--- config.mk ---
export PLATFORM = sky130hd
export DESIGN_NAME = ap_pass_ctrl_flat
export DESIGN_NICKNAME = d
export VERILOG_FILES = /design/src/rtl/ap_pass_ctrl_if.sv /design/src/rtl/ap_pass_ctrl.sv /design/src/flat_wrapper.sv
export SDC_FILE = /design/constraint.sdc
export NUM_CORES = 1
export LEC_CHECK = 0
export BUFFER_PORTS_ARGS = -buffer_cell sky130_fd_sc_hd__buf_4
export CORE_ASPECT_RATIO = 0.5
export CORE_MARGIN = 1.5
export CORE_UTILIZATION = 40
export DETAILED_ROUTE_END_ITERATION = 16
export PLACE_DENSITY_LB_ADDON = 0.08
export RECOVER_POWER = 25
export SLEW_MARGIN = 20
export SYNTH_ARGS = -nofsm -noshare
export SYNTH_HDL_FRONTEND = slang
export SYNTH_SLANG_ARGS = --single-unit
--- constraint.sdc ---
create_clock -name clka -period 4.73 [get_ports clka]
set_input_delay 0.7095 -clock clka [delete_from_list [all_inputs] [get_ports clka]]
set_output_delay 0.7095 -clock clka [all_outputs]
set_load 0.05 [all_outputs]
--- src/rtl/ap_pass_ctrl_if.sv ---
// ap_pass_ctrl_if: bundles the command handshake, the tag/status outputs and
// the CAM array bus of the AP pass sequencer.
//
// Handshake: a command transfers on a rising edge where cmd_valid and
// cmd_ready are both high. cmd_ready is high only while the sequencer is idle;
// cmd_valid seen while cmd_ready is low is ignored (nothing is queued).
//
// Modports:
//   slave  - the sequencer (ap_pass_ctrl): takes commands, masters the array
//   master - the front end / array side: issues commands, returns cam_match
interface ap_pass_ctrl_if #(
  parameter int WORD_W    = 8,
  parameter int ADDR_BITS = 1,
  parameter int CELLS     = 4
);
  localparam int DEPTH = 2 ** ADDR_BITS;
  localparam int TCW   = $clog2(CELLS * DEPTH + 1);

  logic                     cmd_valid;
  logic                     cmd_ready;
  logic [1:0]               cmd_op;
  logic [WORD_W-1:0]        cmd_key;
  logic [WORD_W-1:0]        cmd_mask;
  logic [WORD_W-1:0]        cmd_data;
  logic [WORD_W-1:0]        cmd_wmask;
  logic                     done;
  logic [TCW-1:0]           tag_count;
  logic [CELLS*DEPTH-1:0]   tags;
  logic [ADDR_BITS-1:0]     cam_addr;
  logic [WORD_W-1:0]        cam_key;
  logic [WORD_W-1:0]        cam_mask;
  logic [WORD_W-1:0]        cam_dina;
  logic [CELLS-1:0]         cam_we;
  logic [CELLS-1:0]         cam_match;

  modport slave (
    input  cmd_valid, cmd_op, cmd_key, cmd_mask, cmd_data, cmd_wmask, cam_match,
    output cmd_ready, done, tag_count, tags,
    output cam_addr, cam_key, cam_mask, cam_dina, cam_we
  );

  modport master (
    output cmd_valid, cmd_op, cmd_key, cmd_mask, cmd_data, cmd_wmask, cam_match,
    input  cmd_ready, done, tag_count, tags,
    input  cam_addr, cam_key, cam_mask, cam_dina, cam_we
  );
endinterface

--- src/rtl/ap_pass_ctrl.sv ---
// ap_pass_ctrl: pass sequencer for an associative-processing array of CELLS
// CAM cells of DEPTH words each. One command at a time; each pass walks the
// shared word address 0..DEPTH-1. Compare passes capture per-word match tags,
// write passes drive per-cell write enables gated by those tags.
//
// Ports:
//   clka      - clock, rising edge
//   rst_n     - asynchronous active-low reset
//   bus       - ap_pass_ctrl_if.slave: command handshake, tags/tag_count/done,
//               CAM address/key/mask/data/write-enable, cam_match return
//   state_dbg - current FSM state (0 IDLE, 1 CMP, 2 WR, 3 DONE)
module ap_pass_ctrl #(
  parameter int WORD_W    = 8,
  parameter int ADDR_BITS = 1,
  parameter int CELLS     = 4
) (
  input  logic           clka,
  input  logic           rst_n,
  ap_pass_ctrl_if.slave  bus,
  output logic [1:0]     state_dbg
);
  localparam int DEPTH = 2 ** ADDR_BITS;
  localparam int TCW   = $clog2(CELLS * DEPTH + 1);
  localparam logic [ADDR_BITS-1:0] LAST_ADDR = ADDR_BITS'(DEPTH - 1);

  localparam logic [1:0] OP_CMP = 2'b00;
  localparam logic [1:0] OP_WR  = 2'b01;
  localparam logic [1:0] OP_SET = 2'b10;
  localparam logic [1:0] OP_CW  = 2'b11;

  typedef enum logic [1:0] {
    IDLE = 2'd0,
    CMP  = 2'd1,
    WR   = 2'd2,
    DONE = 2'd3
  } state_t;

  state_t                 state;
  logic [ADDR_BITS-1:0]   addr_q;
  logic                   cw_q;      // COMPARE_WRITE: follow CMP with WR
  logic [WORD_W-1:0]      wmask_q;   // write mask, loaded onto cam_mask for WR
  logic [WORD_W-1:0]      key_q;
  logic [WORD_W-1:0]      mask_q;
  logic [WORD_W-1:0]      dina_q;
  logic [CELLS*DEPTH-1:0] tags_q;
  logic [TCW-1:0]         count_q;
  logic                   done_q;

  function automatic logic [TCW-1:0] popcnt(input logic [CELLS-1:0] v);
    logic [TCW-1:0] s;
    s = '0;
    for (int i = 0; i < CELLS; i++) s = s + TCW'(v[i]);
    return s;
  endfunction

  always_ff @(posedge clka or negedge rst_n) begin
    if (!rst_n) begin
      state   <= IDLE;
      addr_q  <= '0;
      cw_q    <= 1'b0;
      wmask_q <= '0;
      key_q   <= '0;
      mask_q  <= '0;
      dina_q  <= '0;
      tags_q  <= '0;
      count_q <= '0;
      done_q  <= 1'b0;
    end else begin
      done_q <= 1'b0;
      case (state)
        IDLE: begin
          if (bus.cmd_valid) begin
            key_q   <= bus.cmd_key & bus.cmd_mask;
            dina_q  <= bus.cmd_data & bus.cmd_wmask;
            wmask_q <= bus.cmd_wmask;
            mask_q  <= bus.cmd_mask;
            addr_q  <= '0;
            cw_q    <= (bus.cmd_op == OP_CW);
            case (bus.cmd_op)
              OP_CMP, OP_CW: begin
                count_q <= '0;
                state   <= CMP;
              end
              OP_WR: begin
                mask_q <= bus.cmd_wmask;
                state  <= WR;
              end
              OP_SET: begin
                tags_q  <= '1;
                count_q <= TCW'(CELLS * DEPTH);
                done_q  <= 1'b1;
                state   <= DONE;
              end
              default: state <= IDLE;
            endcase
          end
        end
        CMP: begin
          // Capture this word's matches at the edge ending the cycle.
          tags_q[int'(addr_q)*CELLS +: CELLS] <= bus.cam_match;
          count_q <= count_q + popcnt(bus.cam_match);
          if (addr_q == LAST_ADDR) begin
            addr_q <= '0;
            if (cw_q) begin
              mask_q <= wmask_q;
              state  <= WR;
            end else begin
              done_q <= 1'b1;
              state  <= DONE;
            end
          end else begin
            addr_q <= addr_q + ADDR_BITS'(1);
          end
        end
        WR: begin
          if (addr_q == LAST_ADDR) begin
            addr_q <= '0;
            done_q <= 1'b1;
            state  <= DONE;
          end else begin
            addr_q <= addr_q + ADDR_BITS'(1);
          end
        end
        DONE: state <= IDLE;
        default: state <= IDLE;
      endcase
    end
  end

  // Write enables are a direct decode of the registered state, address and
  // tags, so they follow tags captured on the final CMP edge of a
  // COMPARE_WRITE and drop the instant reset returns the FSM to IDLE.
  assign bus.cam_we    = (state == WR) ? tags_q[int'(addr_q)*CELLS +: CELLS] : '0;
  assign bus.cmd_ready = (state == IDLE);
  assign bus.done      = done_q;
  assign bus.tags      = tags_q;
  assign bus.tag_count = count_q;
  assign bus.cam_addr  = addr_q;
  assign bus.cam_key   = key_q;
  assign bus.cam_mask  = mask_q;
  assign bus.cam_dina  = dina_q;
  assign state_dbg     = state;
endmodule

--- src/flat_wrapper.sv ---
// flat-port wrapper written by rule: the top's interface ports become plain ports
module ap_pass_ctrl_flat 
#(
  parameter int WORD_W    = 8,
  parameter int ADDR_BITS = 1,
  parameter int CELLS     = 4
)
  (clka, rst_n, state_dbg, bus_cmd_valid, bus_cmd_op, bus_cmd_key, bus_cmd_mask, bus_cmd_data, bus_cmd_wmask, bus_cam_match, bus_cmd_ready, bus_done, bus_tag_count, bus_tags, bus_cam_addr, bus_cam_key, bus_cam_mask, bus_cam_dina, bus_cam_we);
  ap_pass_ctrl_if #(.WORD_W(WORD_W), .ADDR_BITS(ADDR_BITS), .CELLS(CELLS)) bus_i ();
  input  logic clka;
  input  logic rst_n;
  output logic [1:0] state_dbg;
  input wire logic [$bits(bus_i.cmd_valid)-1:0] bus_cmd_valid;
  input wire logic [$bits(bus_i.cmd_op)-1:0] bus_cmd_op;
  input wire logic [$bits(bus_i.cmd_key)-1:0] bus_cmd_key;
  input wire logic [$bits(bus_i.cmd_mask)-1:0] bus_cmd_mask;
  input wire logic [$bits(bus_i.cmd_data)-1:0] bus_cmd_data;
  input wire logic [$bits(bus_i.cmd_wmask)-1:0] bus_cmd_wmask;
  input wire logic [$bits(bus_i.cam_match)-1:0] bus_cam_match;
  output wire logic [$bits(bus_i.cmd_ready)-1:0] bus_cmd_ready;
  output wire logic [$bits(bus_i.done)-1:0] bus_done;
  output wire logic [$bits(bus_i.tag_count)-1:0] bus_tag_count;
  output wire logic [$bits(bus_i.tags)-1:0] bus_tags;
  output wire logic [$bits(bus_i.cam_addr)-1:0] bus_cam_addr;
  output wire logic [$bits(bus_i.cam_key)-1:0] bus_cam_key;
  output wire logic [$bits(bus_i.cam_mask)-1:0] bus_cam_mask;
  output wire logic [$bits(bus_i.cam_dina)-1:0] bus_cam_dina;
  output wire logic [$bits(bus_i.cam_we)-1:0] bus_cam_we;
  assign bus_i.cmd_valid = bus_cmd_valid;
  assign bus_i.cmd_op = bus_cmd_op;
  assign bus_i.cmd_key = bus_cmd_key;
  assign bus_i.cmd_mask = bus_cmd_mask;
  assign bus_i.cmd_data = bus_cmd_data;
  assign bus_i.cmd_wmask = bus_cmd_wmask;
  assign bus_i.cam_match = bus_cam_match;
  assign bus_cmd_ready = bus_i.cmd_ready;
  assign bus_done = bus_i.done;
  assign bus_tag_count = bus_i.tag_count;
  assign bus_tags = bus_i.tags;
  assign bus_cam_addr = bus_i.cam_addr;
  assign bus_cam_key = bus_i.cam_key;
  assign bus_cam_mask = bus_i.cam_mask;
  assign bus_cam_dina = bus_i.cam_dina;
  assign bus_cam_we = bus_i.cam_we;
  ap_pass_ctrl #(.WORD_W(WORD_W), .ADDR_BITS(ADDR_BITS), .CELLS(CELLS)) u_core (.clka(clka), .rst_n(rst_n), .bus(bus_i), .state_dbg(state_dbg));
endmodule
* Word level (Yosys, flattened, before mapping) *
Index checks and enable logic that the tools add are counted.

storage, ports and cells
  register bits = 49
  bits in latches = 0
  RAM bits = 0
  bits in read-only memories = 0
  input bits = 41
  output and inout port bits = 45
  word-level logic and storage cells = 73
  memories = 0

cells by class
  $add $sub $neg = 6
  multiply operators = 0
  divide/modulo/power cells = 0
  $lt $le $gt $ge = 0
  equal/unequal tests = 12
  shifts and indexed selects = 3
  mux-type cells = 28
  bitwise logic cells = 2
  reductions and logical operators = 12

operators with widths
  cell                                                   count
  two-way mux 8 bit                                      6
  negator 3 -> 33 bit                                    1
  variable shift 4 x 33 -> 8 bit (first input constant)  1
  indexed part select 4 x 33 -> 8 bit                    1
  one-hot mux 8 bit (2 select lines)                     2
  bitwise AND 8 bit                                      2
  one-hot mux 4 bit (2 select lines)                     2
  AND reduction 3 bit                                    3
  adder 4 x 1 -> 4 bit                                   2
  bitwise mux 8 bit                                      1
  == test 2 bit (second input constant)                  4
  two-way mux 1 bit                                      8
  two-way mux 4 bit                                      2
  != test 2 x 1 -> 1 bit (second input constant)         4
  one-hot mux 2 bit (4 select lines)                     1
  indexed part select 8 x 4 -> 4 bit                     1
  two-way mux 2 bit                                      3
  one-hot mux 2 bit (3 select lines)                     1
  adder 4 bit                                            1
  == test 2 x 1 -> 1 bit (second input constant)         2
  logical NOT 2 bit                                      2
  AND reduction 2 bit                                    2
  AND reduction 4 bit                                    1
  nonzero test 2 bit                                     2
  other kinds (7)                                        8

* Longest topological paths before layout *
Gate-level depths: netlist of run 1.

  depth after elaboration = 5
  gate-level depth with buffers = 9
  mapped depth without buffers = 9

* Worst setup path after synthesis of run 1 *
No wires, ideal clock.

  path kind = input to register
  start point = input bus_cam_match[0]
  end point = register u_core.count_q[2], in the netlist u_core.bus.tag_count[2]
  library setup time = 95 ps
  arrival = 2355 ps
  data required time = 4635 ps
  setup slack = 2279 ps
  stages = 8
  path buffers = 0
  cell sequence = ha_1 -> inv_1 -> fa_1 -> inv_1 -> ha_1 -> fa_1 -> xnor2_1 -> o31ai_1

between the ends
  word-level cells in the longest chain between the ends = 5

RTL lines
  element                             RTL line             RTL
  start: declaration                  flat_wrapper.sv:19   input wire logic [$bits(bus_i.cam_match)-1:0] bus_cam_match;
  adder 1 x 1 -> 2 bit                ap_pass_ctrl.sv:52   for (int i = 0; i < CELLS; i++) s = s + TCW'(v[i]);
  adder 4 x 1 -> 4 bit (2 in series)  ap_pass_ctrl.sv:52
  adder 4 bit                         ap_pass_ctrl.sv:101  count_q <= count_q + popcnt(bus.cam_match);
  one-hot mux 4 bit (2 select lines)  ap_pass_ctrl.sv:70   case (state)
  end signal: assignment              ap_pass_ctrl.sv:90   count_q <= TCW'(CELLS * DEPTH);
  end signal: assignment              ap_pass_ctrl.sv:101
  end: declaration                    ap_pass_ctrl.sv:46   logic [TCW-1:0] count_q;

Every way passes these cells.
A chain may end at the register's enable or synchronous reset.

==> impl_metrics.yaml, run 1 <==
floorplanning:
  core_area_sq_mm: 0.006081
  io_pins: 86
  die_h_microns: 59.22
  die_x_microns: 115.4
  placementRows: 20
  start_util_pct: 41.58
  die_area_sq_mm: 0.006836
placement:
  hpwl_mm: 4.027
  gp_congestion: 0.7589
  dpl_cell_area_sq_mm: 0.003214
  portBuffers: 85
clock_tree:
  holdBufCountCts: 0
  cts_setup_buffers: 0
  clockBufferDepth: 2
  clk_latency_ps: 290
  htreeDepth: 2
  cts.sinks: 49
  path_clk_slew_ps: 60
  cts_resized: 0
  clockRootBuffer: "clkbuf_16"
  cts_tree: "done"
  cts_buffers: 5
worst_setup_path:
  worst-path-max-fanout: 49
  crit_family: "buffers and inverters"
  cp.buffers_inverters: 1
  critPathSlowestCell: "clkbuf_1"
  start_kind: "primary input"
  critical_path.max_stage_delay_ps: 1850
  cp.arrival_ps: 2600
  worstSetupPathType: "primary input to asynchronous set/reset pin"
  cp.required_ps: 4550
  end_kind: "asynchronous set/reset pin"
  worstPathCellList: "clkbuf_1"
layout:
  fin_area_sq_mm: 0.003356
  final_cell_mix: "buf_4, nand2_1, dfrtp_1"
  fill_cells: 572
  layout-drive-gt1-share_pct: 38.27
  final_nets: 379
  syn2layout_area_growth_pct: 32.71
  mostFrequentLayoutCell: "buf_4"
  antenna_cells: 0
status:
  run_status: "finished with violations"
  failed_checks: "max-capacitance violations, max-slew violations"
global_routing:
  grt_pass1_vias: 1936
  antenna_found_initial: 0
  grt_usage_pct: 17.24
  gr-total-overflow: 0
  grt_pass1_wl_mm: 9.142
  grt_max_degree: 50
detailed_routing:
  vias: 1924
  routedWlPerCell_microns: 13.08
  drc_errors: 0
  ant_nets: 0
  routed_wl_mm: 5.389
  viasPerCell: 4.670
  drtIter0Drc: 49
  first_pass_iters: 4
sta:
  drv_slew: 50
  worst-slew-pin-transition_ps: 2672
  final_hold_viol_count: 0
  fmax_ghz: 0.3599
  setup_viol: 0
  period_minus_slack_ps: 2779
  rsz0062_at_grt: "no"
  finalClockSkew_ps: 4.697
  slew_headroom_pct: -78.16
  timing.setup.tns_ps: 0
  min_period_over_period_pct: 58.74
synth:
  yosysTopAreaCell: "dfrtp_1"
  yosys.cell_types.count: 29
  yosys_warnings: 0
  synth_top_area_share_pct: 48.49
  synthCells: 240
  avgSynthCellArea_sq_um: 10.54
  ys_ff_latch: 49
  syn_nets: 296
  synthTopCellsByArea: "dfrtp_1, mux2_2, nand2_1, ha_1, o21ai_0"
  yosysSeqAreaShare_pct: 48.49
  synth_area_sq_mm: 0.002529
flow_run:
  cap_viol_max_count: 1
worst_hold_path:
  hold_path_class: "register to register"
-- worst paths after layout --
| path | to | slack, ps | from | cells past startpoint |
|---|---|---|---|---|
| max in group clka | u_core.bus.tag_count[3] | 2360 | bus_cam_match[0] | 10 |
| min in group asynchronous | u_core.bus.cam_key[1] | 1260 | rst_n | 1 |
| max reg2reg | u_core.bus.cam_mask[2] | 2430 | u_core.state_dbg[1] | 5 |
| max | u_core.bus.tags[3] | 1950 | rst_n | 1 |
| min reg2reg | u_core.bus.cam_key[2] | 480 | u_core.bus.cam_key[2] | 2 |
| min | u_core.bus.cam_key[2] | 480 | u_core.bus.cam_key[2] | 2 |
-- layout make-up --
type                       count  area (sq um)  share of cell area [%]
sequential                    49          1226                   36.54
multi-input combinational    169          1190                   35.46
timing repair buffer          86         641.9                   19.13
clock buffer                   5         125.1                   3.729
tap                           88         110.1                   3.281
inverter                      12         45.04                   1.342
clock inverter                 3         17.52                  0.5220
-- cells by family after synthesis --
group                    share of synthesized area [%]
adder cells (fa/ha/maj)                          8.016
multiplexers                                     16.33
flip-flops                                       48.49
AND/OR/NAND/NOR                                  11.38
XOR/XNOR                                        0.3464
buffers and inverters                            4.552
AO/OA/AOI/OAI                                    10.89
-- cell usage after synthesis --
cell type  count
xnor2_1        1
o31ai_1        2
inv_1         12
nor2_1         4
o21ai_0       32
mux2_2        26
a311oi_1       1
a211oi_4       1
o22ai_1        1
a21o_1         2
ha_1          13
buf_6          2
clkbuf_1       3
o32a_1         1
nand2b_1       3
buf_4          1
a21oi_2        2
o21bai_1       1
mux2i_1       12
clkbuf_8       1
dfrtp_1       49
buf_2          3
nor2b_1        4
and2b_2        1
nand2_1       54
a21oi_1        3
nand3_1        2
nor3b_1        1
fa_1           2
-- routing by layer --
layer	track usage [%]	share of wire, %	vias to the layer above
met1	22.09	47	899
met4	3.527	0.28	0
met3	4.397	5.3	2
met5	0	0	-
met2	30.09	48	51
li1	-	-	972
-- sequential cells by signal (all words and copies together), names as in the netlist --
signal / count
u_core.bus.tags: 8
u_core.bus.cam_mask: 8
u_core.bus.cam_key: 8
u_core.bus.tag_count: 4
u_core.bus.cam_addr: 1
u_core.cw_q: 1
u_core.wmask_q: 8
u_core.bus.cam_dina: 8
u_core.bus.done: 1
u_core.state_dbg: 2
-- stage by stage --
step                      hold WS (ps)  worst slack (ps)  instances  utilization (%)
final                            484.7              1951        412            55.19
after global routing             510.1              1408        412            55.19
after CTS                        472.5              1998        412            55.21
after detailed placement         476.8              2013        404            52.86
after global placement           463.7              2084        404            52.86
after floorplan                  413.9              2279        240                -
Power of run 1 is left out: the tool's default activity adds up to more than one toggle a clock period on the data nets, which glitch-free logic cannot reach.
==> run 2, diff against run 1 <==
==> constraint.sdc (replaced) <==
create_clock -name clka -period 2.8 [get_ports clka]
set_input_delay 0.42 -clock clka [delete_from_list [all_inputs] [get_ports clka]]
set_output_delay 0.42 -clock clka [all_outputs]
set_load 0.05 [all_outputs]
==> run 2 against run 1 <==
Net effect:
- the flow now finishes without violations
- sequential share of layout area shrank 0.42 points
- register-to-register slack lost 1800 ps
- hold slack lost 110 ps
- first-iteration DRC count shrank 16%
- critical endpoint is now u_core.bus.cam_mask[2]
- largest cell class unchanged
==> impl_metrics.yaml, run 2 (synthesized netlist as in run 1, its figures left out) <==
sta:
  slew_headroom_pct: 18.88
  drv_slew: 0
  worst-slew-pin-transition_ps: 1217
  rsz0062_at_grt: "no"
  setup_viol: 0
  timing.setup.tns_ps: 0
  layout_setup_ws_ps: 583.2
  fmax_ghz: 0.4511
  period_minus_slack_ps: 2217
  min_period_over_period_pct: 79.17
  finalClockSkew_ps: 6.090
  final_hold_viol_count: 0
  hold_ws_ps: 374.0
floorplanning:
  start_util_pct: 41.58
  core_area_sq_mm: 0.006081
  die_area_sq_mm: 0.006836
  die_h_microns: 59.22
  die_x_microns: 115.4
  placementRows: 20
  io_pins: 86
global_routing:
  grt_max_degree: 50
  grt_usage_pct: 16.83
  antenna_found_initial: 0
  gr-total-overflow: 0
  grt_pass1_wl_mm: 8.763
  grt_pass1_vias: 1876
detailed_routing:
  vias: 1935
  drc_errors: 0
  drtIter0Drc: 41
  ant_nets: 0
  first_pass_iters: 4
  routedWlPerCell_microns: 13.07
  viasPerCell: 4.674
  routed_wl_mm: 5.410
clock_tree:
  cts.sinks: 49
  clockBufferDepth: 2
  cts_buffers: 5
  htreeDepth: 2
  cts_setup_buffers: 0
  holdBufCountCts: 0
  cts_tree: "done"
  path_clk_slew_ps: 70
  clockRootBuffer: "clkbuf_16"
  cts_resized: 0
  clk_latency_ps: 290
placement:
  portBuffers: 85
  gp_congestion: 0.7348
  placed_cells: 406
  dpl_cell_area_sq_mm: 0.003229
  hpwl_mm: 4.053
  dp_slack_ps: 415.9
worst_setup_path:
  cp.buffers_inverters: 1
  reg2reg_depth: 5
  critPathSlowestCell: "ha_1"
  worstSetupPathType: "register to register"
  worst-path-max-fanout: 14
  crit_family: "adder cells"
  critical_path.max_stage_delay_ps: 500
  crit_cells: 5
  start_kind: "register"
  worstPathCellList: "inv_1, ha_1, nor2_1, a211oi_4, mux2_2"
  cp.required_ps: 2970
  cp.arrival_ps: 2390
  end_kind: "register"
layout:
  final_nets: 381
  fin_area_sq_mm: 0.003395
  syn2layout_area_growth_pct: 34.24
  layout-drive-gt1-share_pct: 38.34
  stdcell_count: 414
  final_cell_mix: "buf_4, nand2_1, dfrtp_1"
  fin_util_pct: 55.82
  fill_cells: 551
  antenna_cells: 0
  mostFrequentLayoutCell: "buf_4"
power_and_ir_drop:
  powerDensity_mw_per_mm2: 1416
  irDropWorstVdd_v: 0.0005481
  p_total_mw: 4.807
  p_leak_nw: 1.623
status:
  run_status: "finished clean"
worst_hold_path:
  hold_path_class: "primary input to asynchronous set/reset pin"
flow_run:
  cap_viol_max_count: 0
## run 2: per-layer routing
layer	part of all wire (%)	routed length (microns)	up-vias	track usage (%)
met4	0.81	44	0	4.762
met3	5.4	290	5	4.703
li1	-	-	980	-
met2	47	2553	49	29.16
met5	0	0	-	0
met1	47	2522	901	20.99
## run 2: report_power, final
group / switching (mW) / total [mW] / internal (mW) / leakage, nW
Clock: 0.263 / 0.686 / 0.424 / 0.0810
Combinational: 1.85 / 2.83 / 0.980 / 0.953
Sequential: 0.237 / 1.29 / 1.05 / 0.589
Total: 2.35 / 4.81 / 2.46 / 1.62
## run 2: layout make-up
type                    count  area, sq um  area share, %
clock inverters             2        38.79          1.143
repair buffers             88        658.1          19.39
well taps                  88        110.1          3.244
multi-input cells         169         1187          34.98
flip-flops and latches     49         1226          36.12
clock buffers               6        128.9          3.797
inverters                  12        45.04          1.327
## run 2: final timing paths
kind	end	slack, ps	start
setup / recovery	u_core.bus.cam_mask[2]	580	u_core.state_dbg[1]
hold / removal	u_core.bus.cam_dina[2]	370	rst_n
setup reg to reg	u_core.bus.cam_mask[2]	580	u_core.state_dbg[1]
hold reg to reg	u_core.bus.cam_key[0]	480	u_core.bus.cam_key[0]
max in group asynchronous	u_core.bus.tag_count[0]	1680	rst_n
min in group clka	u_core.wmask_q[6]	380	bus_cmd_wmask[6]
## run 2: worst register-to-register path: cells and delay by family (launching register included)
family | cells | cell delay [ps]
AO/OA/AOI/OAI | 1 | 500
adder cells (fa/ha/maj) | 1 | 500
buffers and inverters | 1 | 100
flip-flops | 1 | 430
multiplexers | 1 | 400
AND/OR/NAND/NOR | 1 | 180
No activity file was read; power rests on OpenSTA's default activity.
==> run 3, diff against run 2 <==
==> constraint.sdc (replaced) <==
create_clock -name clka -period 1.8 [get_ports clka]
set_input_delay 0.27 -clock clka [delete_from_list [all_inputs] [get_ports clka]]
set_output_delay 0.27 -clock clka [all_outputs]
set_load 0.05 [all_outputs]
==> run 3 against run 2 <==
Net effect:
- critical path depth rose by 4
- hold slack lost 150 ps
- the run now ends with negative setup slack left
- power grew 66%
- clock skew hardly changed
- critical endpoint is now u_core.bus.tag_count[1]
==> impl_metrics.yaml, run 3 (synthesized netlist as in run 1, its figures left out) <==
detailed_routing:
  first_pass_iters: 4
  viasPerCell: 4.693
  drtIter0Drc: 66
  drc_errors: 0
  routed_wl_mm: 5.699
  ant_nets: 0
  vias: 1990
  routedWlPerCell_microns: 13.44
clock_tree:
  clockBufferDepth: 2
  cts_tree: "done"
  cts.sinks: 49
  cts_buffers: 5
  clk_latency_ps: 290
  htreeDepth: 2
  holdBufCountCts: 0
  clockRootBuffer: "clkbuf_16"
  cts_setup_buffers: 0
  path_clk_slew_ps: 70
global_routing:
  grt_usage_pct: 17.85
  grt_max_degree: 50
  top_usage_layer: "met2"
  antenna_found_initial: 0
  gr-total-overflow: 0
  grt_pass1_wl_mm: 9.315
  grt_pass1_vias: 1949
  gr-usage-met2_pct: 28.40
  met3_usage_pct: 4.397
  met1_usage_pct: 24.27
worst_setup_path:
  critical_path.max_stage_delay_ps: 540
  worst-path-max-fanout: 2
  crit_family: "adder cells"
  worstSetupPathType: "primary input to register"
  cp.required_ps: 2020
  end_kind: "register"
  critPathSlowestCell: "fa_1"
  cp.buffers_inverters: 3
  start_kind: "primary input"
  worstPathCellList: "buf_6, ha_4, inv_2, fa_1, inv_2, ha_4, fa_2, nand2_2, o21ai_2"
  cp.arrival_ps: 2100
power_and_ir_drop:
  powerDensity_mw_per_mm2: 2209
  p_total_mw: 7.975
  p_leak_nw: 1.694
  irDropWorstVdd_v: 0.001210
floorplanning:
  core_area_sq_mm: 0.006081
  start_util_pct: 41.58
  die_x_microns: 115.4
  io_pins: 86
  die_h_microns: 59.22
  die_area_sq_mm: 0.006836
  placementRows: 20
layout:
  syn2layout_area_growth_pct: 42.80
  mostFrequentLayoutCell: "buf_4"
  layout-drive-gt1-share_pct: 47.02
  final_nets: 391
  stdcell_count: 424
  antenna_cells: 0
  final_cell_mix: "buf_4, nand2_1, dfrtp_1"
  fin_util_pct: 59.38
placement:
  hpwl_mm: 4.152
  dp_slack_ps: -409.7
  placed_cells: 416
  portBuffers: 85
  gp_congestion: 0.8108
sta:
  worst-slew-pin-transition_ps: 1214
  hold_ws_ps: 222.7
  drv_slew: 0
  min_period_over_period_pct: 104.5
  final_hold_viol_count: 0
  period_minus_slack_ps: 1880
  slew_headroom_pct: 19.06
  setup_viol: 2
  rsz0062_at_grt: "yes"
  layout_setup_ws_ps: -80.15
  finalClockSkew_ps: 5.911
  fmax_ghz: 0.5319
status:
  run_status: "finished with violations"
  failed_checks: "negative setup slack"
flow_run:
  cap_viol_max_count: 0
worst_hold_path:
  hold_path_class: "primary input to asynchronous set/reset pin"
[run 3: repair_timing]
| item | 4_1_cts | 5_1_grt |
|---|---|---|
| pin swaps | 3 | 3 |
| resized for setup | 6 | 5 |
| endpoints found under the setup margin | 6 | 15 |
[run 3: layout make-up]
class	count	area [sq um]
clock inverters	2	38.79
repair buffers	98	778.2
inverters	12	45.04
clock buffers	6	128.9
flip-flops and latches	49	1230
well taps	88	110.1
multi-input cells	169	1280
fillers	540	2470
[run 3: path summary, 6_finish.rpt]
path | startpoint | endpoint | slack (ps) | cells past startpoint
worst max-delay path | bus_cam_match[0] | u_core.bus.tag_count[1] | -80 | 9
worst min-delay path | rst_n | u_core.bus.cam_key[2] | 220 | 1
worst max register to register | u_core.bus.tag_count[0] | u_core.bus.tag_count[1] | -70 | 7
worst min register to register | u_core.bus.cam_dina[6] | u_core.bus.cam_dina[6] | 480 | 2
max in group asynchronous | rst_n | u_core.state_dbg[1] | 750 | 1
min in group clka | bus_cmd_wmask[7] | u_core.wmask_q[7] | 230 | 2
[run 3: power by group]
part / switching, mW / leakage (nW) / internal [mW]
logic: 3.08 / 1.03 / 1.85
clock network: 0.413 / 0.0810 / 0.659
registers: 0.328 / 0.586 / 1.65
[run 3: through the flow]
step	setup TNS, ps	cell area [sq um]
final	-143.0	3611
after global routing	-329.5	3611
after CTS	-187.8	3598
after detailed placement	-1166	3402
after global placement	-1028	3402
after floorplan	-2414	2591
[run 3: layer usage]
| metal | up-vias | routed length (microns) |
|---|---|---|
| met2 | 62 | 2528 |
| met3 | 8 | 388 |
| met5 | - | 0 |
| li1 | 1000 | - |
| met4 | 0 | 68 |
| met1 | 920 | 2714 |
